--- config.mk ---
export PLATFORM = sky130hd
export DESIGN_NAME = fp32_seq_multiplier_flat
export DESIGN_NICKNAME = d
export VERILOG_FILES = /design/src/rtl/fp32_seq_multiplier_if.sv /design/src/rtl/fp32_seq_multiplier.sv /design/src/flat_wrapper.sv
export SDC_FILE = /design/constraint.sdc
export NUM_CORES = 1
export LEC_CHECK = 0
export BUFFER_PORTS_ARGS = -buffer_cell sky130_fd_sc_hd__buf_2
export CAP_MARGIN = 0
export CORE_MARGIN = 2
export CORE_UTILIZATION = 55
export DETAILED_ROUTE_END_ITERATION = 8
export PLACE_DENSITY = 0.8
export SYNTH_ARGS = -nofsm -noshare
export SYNTH_HDL_FRONTEND = slang
export SYNTH_SLANG_ARGS = --single-unit
--- constraint.sdc ---
create_clock -name clk -period 8.2 [get_ports clk]
set_input_delay 2.05 -clock clk [delete_from_list [all_inputs] [get_ports clk]]
set_output_delay 2.05 -clock clk [all_outputs]
set_load 0.01 [all_outputs]
--- src/rtl/fp32_seq_multiplier_if.sv ---
// Handshake bundle between a PE (master) and its iterative binary32 multiplier (slave).
// The PE raises input_mul_start and holds it until it has consumed output_done.
interface fp32_seq_multiplier_if;
    logic [31:0] input_a;
    logic [31:0] input_b;
    logic        input_mul_start;
    logic [31:0] output_mul;
    logic        output_done;
    logic [3:0]  output_flags;

    modport master (
        output input_a, input_b, input_mul_start,
        input  output_mul, output_done, output_flags
    );

    modport slave (
        input  input_a, input_b, input_mul_start,
        output output_mul, output_done, output_flags
    );
endinterface

--- src/rtl/fp32_seq_multiplier.sv ---
// Multi-cycle IEEE-754 binary32 multiplier: shift-add mantissa product, RNE rounding,
// flush-to-zero for denormal inputs and outputs. Flags are {invalid, overflow, underflow, inexact}.
module fp32_seq_multiplier #(
    parameter int BITS_PER_CYCLE = 1
) (
    input logic              clk,
    input logic              rst,
    fp32_seq_multiplier_if.slave bus
);
    localparam int         ITERS    = 24 / BITS_PER_CYCLE;
    localparam logic [4:0] CNT_LAST = 5'(ITERS - 1);

    typedef enum logic [2:0] {IDLE, UNPACK, MULT, NORM, ROUND, DONE} state_t;

    state_t state, state_next;

    logic [31:0]        a_r, b_r;
    logic               sign_r;
    logic [47:0]        mcand_r;
    logic [23:0]        mplier_r;
    logic [47:0]        acc_r;
    logic [4:0]         cnt_r;
    logic signed [9:0]  exp_r;
    logic [31:0]        mul_r;
    logic [3:0]         flags_r;

    // Round-to-nearest-even on a product whose leading one sits at bit 46.
    // Returns {flags, result}.
    function automatic logic [35:0] round_pack(input logic sign,
                                               input logic signed [9:0] exp_in,
                                               input logic [47:0] p);
        logic [23:0]       mant;
        logic              g, r, s, up, inexact;
        logic [24:0]       mant_rnd;
        logic signed [9:0] exp_f;
        mant     = p[46:23];
        g        = p[22];
        r        = p[21];
        s        = |p[20:0];
        inexact  = g | r | s;
        up       = g & (r | s | mant[0]);
        mant_rnd = {1'b0, mant} + {24'd0, up};
        exp_f    = exp_in;
        if (mant_rnd[24]) begin
            mant_rnd = mant_rnd >> 1;
            exp_f    = exp_f + 10'sd1;
        end
        if (exp_f >= 10'sd255)
            return {4'b0101, sign, 8'hFF, 23'd0};
        else if (exp_f <= 10'sd0)
            return {4'b0011, sign, 31'd0};
        else
            return {3'b000, inexact, sign, exp_f[7:0], mant_rnd[22:0]};
    endfunction

    logic [7:0]        exp_a, exp_b;
    logic              a_zero, b_zero, a_inf, b_inf, a_nan, b_nan;
    logic              is_special, sign_prod;
    logic [31:0]       spec_mul;
    logic [3:0]        spec_flags;
    logic signed [9:0] exp_sum;
    logic [47:0]       partial;
    logic [35:0]       rounded;

    always_comb begin
        exp_a      = a_r[30:23];
        exp_b      = b_r[30:23];
        a_zero     = (exp_a == 8'h00);
        b_zero     = (exp_b == 8'h00);
        a_inf      = (exp_a == 8'hFF) && (a_r[22:0] == 23'd0);
        b_inf      = (exp_b == 8'hFF) && (b_r[22:0] == 23'd0);
        a_nan      = (exp_a == 8'hFF) && (a_r[22:0] != 23'd0);
        b_nan      = (exp_b == 8'hFF) && (b_r[22:0] != 23'd0);
        sign_prod  = a_r[31] ^ b_r[31];
        is_special = a_zero | b_zero | a_inf | b_inf | a_nan | b_nan;
        spec_mul   = {sign_prod, 31'd0};
        spec_flags = 4'b0000;
        if (a_nan | b_nan | (a_inf & b_zero) | (b_inf & a_zero)) begin
            spec_mul   = 32'h7FC00000;
            spec_flags = 4'b1000;
        end else if (a_inf | b_inf) begin
            spec_mul   = {sign_prod, 8'hFF, 23'd0};
        end
        exp_sum = $signed({2'b00, exp_a}) + $signed({2'b00, exp_b}) - 10'sd127;
        partial = mcand_r * {{(48 - BITS_PER_CYCLE){1'b0}}, mplier_r[BITS_PER_CYCLE-1:0]};
        rounded = round_pack(sign_r, exp_r, acc_r);
    end

    always_ff @(posedge clk or posedge rst) begin
        if (rst) state <= IDLE;
        else     state <= state_next;
    end

    always_comb begin
        state_next = state;
        case (state)
            IDLE:    if (bus.input_mul_start) state_next = UNPACK;
            UNPACK:  state_next = is_special ? DONE : MULT;
            MULT:    if (cnt_r == 5'd0) state_next = NORM;
            NORM:    state_next = ROUND;
            ROUND:   state_next = DONE;
            DONE:    if (!bus.input_mul_start) state_next = IDLE;
            default: state_next = IDLE;
        endcase
    end

    always_ff @(posedge clk or posedge rst) begin
        if (rst) begin
            a_r      <= '0;
            b_r      <= '0;
            sign_r   <= 1'b0;
            mcand_r  <= '0;
            mplier_r <= '0;
            acc_r    <= '0;
            cnt_r    <= '0;
            exp_r    <= '0;
            mul_r    <= '0;
            flags_r  <= '0;
        end else begin
            case (state)
                IDLE: if (bus.input_mul_start) begin
                    a_r   <= bus.input_a;
                    b_r   <= bus.input_b;
                    acc_r <= '0;
                end
                UNPACK: begin
                    sign_r   <= sign_prod;
                    mcand_r  <= {24'd0, 1'b1, a_r[22:0]};
                    mplier_r <= {1'b1, b_r[22:0]};
                    cnt_r    <= CNT_LAST;
                    if (is_special) begin
                        mul_r   <= spec_mul;
                        flags_r <= spec_flags;
                    end
                end
                MULT: begin
                    acc_r    <= acc_r + partial;
                    mcand_r  <= mcand_r << BITS_PER_CYCLE;
                    mplier_r <= mplier_r >> BITS_PER_CYCLE;
                    cnt_r    <= cnt_r - 5'd1;
                end
                NORM: begin
                    // Dropped LSB is jammed into bit 0 so it still counts toward sticky.
                    if (acc_r[47]) begin
                        acc_r <= {1'b0, acc_r[47:2], acc_r[1] | acc_r[0]};
                        exp_r <= exp_sum + 10'sd1;
                    end else begin
                        exp_r <= exp_sum;
                    end
                end
                ROUND: begin
                    mul_r   <= rounded[31:0];
                    flags_r <= rounded[35:32];
                end
                default: ;
            endcase
        end
    end

    assign bus.output_mul   = mul_r;
    assign bus.output_flags = flags_r;
    assign bus.output_done  = (state == DONE);
endmodule

--- src/flat_wrapper.sv ---
// flat-port wrapper written by rule: the top's interface ports become plain ports
module fp32_seq_multiplier_flat 
#(
    parameter int BITS_PER_CYCLE = 1
)
  (clk, rst, bus_input_a, bus_input_b, bus_input_mul_start, bus_output_mul, bus_output_done, bus_output_flags);
  fp32_seq_multiplier_if bus_i ();
  input logic clk;
  input logic rst;
  input wire logic [$bits(bus_i.input_a)-1:0] bus_input_a;
  input wire logic [$bits(bus_i.input_b)-1:0] bus_input_b;
  input wire logic [$bits(bus_i.input_mul_start)-1:0] bus_input_mul_start;
  output wire logic [$bits(bus_i.output_mul)-1:0] bus_output_mul;
  output wire logic [$bits(bus_i.output_done)-1:0] bus_output_done;
  output wire logic [$bits(bus_i.output_flags)-1:0] bus_output_flags;
  assign bus_i.input_a = bus_input_a;
  assign bus_i.input_b = bus_input_b;
  assign bus_i.input_mul_start = bus_input_mul_start;
  assign bus_output_mul = bus_i.output_mul;
  assign bus_output_done = bus_i.output_done;
  assign bus_output_flags = bus_i.output_flags;
  fp32_seq_multiplier #(.BITS_PER_CYCLE(BITS_PER_CYCLE)) u_core (.clk(clk), .rst(rst), .bus(bus_i));
endmodule
==> out/qor.csv, run 1 <==
metric,value,unit
status,"finished, final reports clean",
die area,0.0272,sq mm
Clock Latency Late Sink,0.56,ns
most instantiated library cell after synthesis,dfrtp_1,
part of the Yosys area used for sequential elements,41.9,%
Inserted Clock Buffers,26,
number of diodes,0,
WL/cell,18.7,um
CP max-delay cell,a311oi_1,
worst slack at placement,3.86,ns
Final setup viols,0,
Critical Path AT,4.79,ns
Routability Congestion,0.941,
DIE HEIGHT,165,um
final WL,36.0,mm
YS warnings,0,
Yosys cell types,72,
async set-reset flop share out of synthesis,100,%
vias in the first global route,11500,
final setup margin,3.79,ns
Max-cap violations,0,
Row Count,58,
r2r setup slk,3.79,ns
Syn Area/Cell,9.33,sq um
Starting Density,56.3,%
"Max FO, Critical Path",32,
drt first pass iters,7,
post-cts sizing count,0,
Slew HR,17.5,%
Vias,12000,
Fin Hold WS,0.471,ns
largest net degree at the start of global routing,151,
Clock Skew,0.0196,ns
Post-CTS Setup Bufs,0,
antenna violations before repair,0,
pwr dens,414,mW/mm^2
Leakage,7.40,nW
drc violations,0,
die width,165,um
Synth area leaders,"dfrtp_1, ha_1, mux2_2, nand2_1, a21oi_1",
period utilization,53.8,%
post-route ant nets,0,
DPL Wire Length,25.1,mm
Starting DRT DRC Count,1110,
"Hold Violations, Final",0,
WP data required,8.58,ns
final instance area,0.0158,sq mm
synthesized flop and latch total,239,
Core Region,0.0253,sq mm
RSZ-0062 raised after global routing,false,
Synth Net Count,1660,
Root Buffer,clkbuf_16,
io pins,104,
CTS sink cnt,239,
Post-synth EDFFs,0,
Placed Area,0.0149,sq mm
CP Cell Sequence,"buf_4, and2_1, ha_1, fa_1, a21oi_1, o211ai_1, a21oi_1, a21bo_2, a31oi_1, a311oi_1, o31ai_1, a2111oi_0, a211oi_1",
H-tree depth reported by CTS,1,
Port Buffers,103,
final net count,1709,
CTS tree,built,
"area leader, netlist",dfrtp_1,
Worst Setup End Kind,flip-flop,
Worst-path clk slew,0.06,ns
first-pass GRT wire length,58.2,mm
type of the worst min-delay path,flip-flop to flip-flop,
crit-path max cell delay,0.60,ns
DR vias/cell,6.24,
WP buf/inv,1,
maximum clock path buffer count,3,
kind of critical path,flip-flop to flip-flop,
# hold bufs at CTS,0,
post-layout min period,4.41,ns
Syn Inst Count,1529,
Max Slew Vio Count,0,
fmax,227,MHz
"delay-heaviest family, CP",compound AO/OA/AOI/OAI gates,
ys flop type,dfrtp_1,
Slew @ Worst Pin,1.24,ns
synth cell count leaders,"dfrtp_1, nand2_1, nor2_1, a21oi_1, clkbuf_1",
Post-Synthesis Cell Area,0.0143,sq mm
Worst setup SP type,flip-flop,
GR Overflow Total,0,
overall power,6.55,mW
peak supply drop,0.234,mV
Tot GR Track Use,26.4,%
setup TNS,0,ns
"Top cell by count, worst path",a21oi_1,
Layout Area Growth over Synthesis,11.0,%
fraction of layout instances using a drive strength above 1,15.7,%
post-synth top area share,41.9,%
-- cell usage in the layout (no fill, tap or decap), types with 6 or more instances in the layout --
master / netlist / layout
inv_1: 28 / 27
nand2_1: 191 / 191
a32o_1: 16 / 16
or3_1: 6 / 6
a22oi_1: 55 / 55
and3_1: 14 / 14
mux2_2: 67 / 67
xor2_1: 37 / 37
nand4_1: 27 / 27
a221oi_1: 15 / 15
dfrtp_1: 239 / 239
nor4_1: 21 / 21
ha_1: 62 / 62
buf_4: 0 / 10
a22o_1: 30 / 30
nor2b_1: 8 / 8
xnor2_1: 46 / 46
or2_2: 8 / 8
a211oi_1: 10 / 10
a21o_1: 36 / 36
buf_2: 5 / 103
o21ai_0: 66 / 66
and2_1: 57 / 56
nand3_1: 34 / 34
o21bai_1: 16 / 16
nor2_1: 110 / 108
a21oi_1: 92 / 92
o211ai_1: 10 / 10
nor3_1: 30 / 29
mux2i_1: 10 / 10
clkbuf_16: 0 / 26
a31oi_1: 18 / 18
-- final cells by class --
class | count | area [sq um]
Tap cell | 330 | 413
Multi-Input combinational cell | 1169 | 7830
Sequential cell | 239 | 5980
Inverter | 28 | 109
Clock buffer | 31 | 699
Clock inverter | 14 | 191
Timing Repair Buffer | 114 | 611
Fill cell | 2045 | 9500
-- worst reg2reg max path, delay by kind of cell (launching register included) --
kind / cells / cell delay [ns]
buf+inv: 1 / 0.31
fa+ha+maj: 2 / 0.62
simple gates: 1 / 0.21
flops: 1 / 0.54
compound gates: 9 / 2.56
-- power by group --
| group | internal (mW) | switching, mW |
|---|---|---|
| Combinational | 1.28 | 1.78 |
| Sequential | 1.69 | 0.582 |
| Clock | 0.709 | 0.513 |
| Total | 3.67 | 2.87 |
-- registers in the layout (all words and copies together) (netlist names) --
register                 flops
u_core.acc_r                48
u_core.mcand_r              48
u_core.a_r                  32
u_core.b_r                  32
u_core.bus.output_mul       32
u_core.mplier_r             24
u_core.exp_r                10
u_core.cnt_r                 5
u_core.bus.output_flags      4
u_core.state                 3
u_core.sign_r                1
-- metrics by stage --
stage | utilization (%) | std cells
2_1_floorplan | - | 1529
3_3_place_gp | 59.0 | 1880
3_5_place_dp | 59.0 | 1880
4_1_cts | 62.5 | 1925
5_1_grt | 62.5 | 1925
6_report | 62.5 | 1925
-- final timing paths --
path                                                 start                          to  cells past startpoint
worst max-delay path                    u_core.mplier_r[0]            u_core.acc_r[44]                     13
worst min-delay path            u_core.bus.output_flags[2]  u_core.bus.output_flags[2]                      1
worst max register to register          u_core.mplier_r[0]            u_core.acc_r[44]                     13
worst min register to register  u_core.bus.output_flags[2]  u_core.bus.output_flags[2]                      1
max in group asynchronous                              rst          u_core.mcand_r[32]                      3
min in group asynchronous                              rst              u_core.a_r[12]                      2
-- cells by family after synthesis --
logic type	Yosys count	share of synthesized area [%]
flops	239	41.9
fa+ha+maj	64	5.72
simple gates	537	18.3
xor+xnor	83	5.10
mux	77	5.99
compound gates	408	19.5
buf+inv	121	3.39
-- per-layer routing --
metal | global-route usage (%) | wire (um) | vias up
li1 | - | - | 5673
met1 | 36.4 | 16100 | 5893
met2 | 42.1 | 16700 | 358
met3 | 4.15 | 1850 | 92
met4 | 9.96 | 1270 | 0
met5 | 0 | 0 | -
Note: power is estimated with default switching activity, not from simulation.
==> run 2, diff against run 1 <==
- clock period: 8.2 -> 3.9 ns (I/O delays scaled with it)
==> run 2 against run 1 <==
Net effect:
- register-to-register slack got worse by 3.5 ns
- via count about the same
- non-clock buffer count rose by 16
- critical endpoint unchanged
==> out/qor.csv, run 2 (synthesis results as in run 1) <==
metric,value,unit,change
Vias,12000,,-0.092%
WL/cell,18.3,um,-2.0%
setup TNS,0,ns,unchanged
fraction of layout instances using a drive strength above 1,16.8,%,+1.2 points
drt first pass iters,7,,unchanged
Tot GR Track Use,26.4,%,about the same
CTS tree,built,,
largest net degree at the start of global routing,76,,-50%
# hold bufs at CTS,0,,unchanged
type of the worst min-delay path,flip-flop to flip-flop,,
kind of critical path,flip-flop to flip-flop,,
final instance area,0.0161,sq mm,+1.6%
status,"finished, final reports clean",,
die area,0.0272,sq mm,unchanged
final setup margin,0.305,ns,-3.49 ns
Starting DRT DRC Count,1072,,-3.4%
Max Slew Vio Count,0,,unchanged
DR vias/cell,6.17,,-1.1%
WP data required,4.30,ns,-4.28 ns
# fillers,2044,,-0.049%
area occupied by multi-input gates,0.00783,sq mm,about the same
peak supply drop,0.497,mV,+110%
Port Buffers,103,,unchanged
Placed Area,0.0151,sq mm,+1.1%
Layout Area Growth over Synthesis,12.8,%,
Critical Path AT,3.99,ns,-0.80 ns
GR Overflow Total,0,,unchanged
Clock Latency Late Sink,0.54,ns,-0.02 ns
post-route non-filler standard cell count,1945,,+1.0%
pwr dens,867,mW/mm^2,+110%
fmax,278,MHz,+23%
Slew HR,46.5,%,+29 points
CTS sink cnt,239,,unchanged
H-tree depth reported by CTS,1,,unchanged
maximum clock path buffer count,3,,unchanged
sequential group share of total power,34.0,%,-0.7 points
post-cts sizing count,0,,unchanged
placed cells,1896,,+0.85%
worst slack at placement,0.214,ns,-3.64 ns
Inserted Clock Buffers,27,,+3.8%
Max-cap violations,0,,unchanged
Comb pwr share,46.4,%,-0.3 points
"Hold Violations, Final",0,,unchanged
vias in the first global route,11500,,-0.026%
die width,165,um,unchanged
Sw Share,42.7,%,-1.2 points
biggest registers after layout,"u_core.acc_r (48), u_core.mcand_r (48)",,
Worst Setup End Kind,flip-flop,,
Clock Skew,0.0149,ns,-0.00464 ns
Final setup viols,0,,unchanged
Core Region,0.0253,sq mm,unchanged
"most common cell after layout, fill and taps aside",dfrtp_1,,
io pins,104,,unchanged
Clock Power Share,19.6,%,+0.9 points
cell internal pwr,8.00,mW,+120%
Routability Congestion,0.902,,-4.1%
Worst setup SP type,flip-flop,,
Root Buffer,clkbuf_16,,
Leakage,7.54,nW,+2.0%
Psw,5.96,mW,+110%
FF+latch area,0.00598,sq mm,unchanged
post-layout min period,3.60,ns,-0.813 ns
post-layout util,63.5,%,+1.0 points
final WL,35.6,mm,-1.0%
drc violations,0,,unchanged
Row Count,58,,unchanged
DIE HEIGHT,165,um,unchanged
post-route ant nets,0,,unchanged
Post-CTS Setup Bufs,0,,unchanged
RSZ-0062 raised after global routing,false,,
"Max FO, Critical Path",48,,+50%
Slew @ Worst Pin,0.802,ns,-0.433 ns
"commonest cells after routing, fill and taps aside","dfrtp_1, nand2_1, nor2_1, buf_2, a21oi_1",,
final net count,1726,,+0.99%
first-pass GRT wire length,58.4,mm,+0.33%
DPL Wire Length,25.2,mm,+0.48%
Worst-path clk slew,0.06,ns,about the same
number of diodes,0,,unchanged
antenna violations before repair,0,,unchanged
period utilization,92.2,%,+38 points
Starting Density,56.3,%,unchanged
## run 2: cell count changes in the layout (fill, tap and decap cells not counted), moves of 2 or more
cell / change
bufinv_16: +2
clkbuf_8: +2
buf_4: +12
buf_12: +4
clkinv_2: +2
## run 2: final timing paths
check	from	endpoint	slack [ns]	cells past startpoint
worst max register to register	u_core.mplier_r[0]	u_core.acc_r[44]	0.30	13
min in group asynchronous	rst	u_core.a_r[17]	0.51	2
max in group asynchronous	rst	u_core.bus.output_mul[16]	2.60	3
worst min register to register	u_core.mplier_r[3]	u_core.mplier_r[3]	0.48	2
worst max-delay path	u_core.mplier_r[0]	u_core.acc_r[44]	0.30	13
worst min-delay path	u_core.mplier_r[3]	u_core.mplier_r[3]	0.48	2
## run 2: metrics by stage
| stage | hold WS (ns) | power, mW |
|---|---|---|
| after floorplan | 0.446 | 9.44 |
| after global placement | 0.457 | 11.0 |
| after detailed placement | 0.463 | 11.2 |
| after CTS | 0.478 | 14.0 |
| after global routing | 0.491 | 15.0 |
| final | 0.477 | 14.0 |
## run 2: layout make-up
| cell class | count | share of cell area, % |
|---|---|---|
| Clock inverter | 16 | 1.39 |
| Timing Repair Buffer | 130 | 4.85 |
| Multi-Input combinational cell | 1169 | 48.7 |
| Tap cell | 330 | 2.57 |
| Inverter | 28 | 0.677 |
| Clock buffer | 33 | 4.65 |
| Sequential cell | 239 | 37.2 |
## run 2: worst max-delay path, stage by stage, from the launching register on
cell and delay [ns]:
dfrtp_1 0.41, buf_12 0.19, and2_1 0.20, fa_1 0.43
a21oi_1 0.23, o211ai_1 0.14, a21oi_1 0.32, a21bo_2 0.23
a31oi_1 0.15, a311oi_1 0.31, buf_4 0.18, o31ai_2 0.11
a2111oi_0 0.45, a211oi_1 0.10
## run 2: routing by layer
metal | global-route usage (%) | share of wire, %
met5 | 0 | 0
met4 | 8.54 | 3.0
met1 | 37.8 | 46
met2 | 41.8 | 46
met3 | 3.37 | 5.5
## run 2: power groups by stage
stage | combinational [mW] | clock [mW] | sequential, mW
CTS | 6.46 | 2.80 | 4.71
detailed placement | 6.41 | 0 | 4.75
global placement | 6.24 | 0 | 4.72
finish | 6.47 | 2.74 | 4.75
floorplan | 5.13 | 0 | 4.31
global route | 7.26 | 2.89 | 4.88
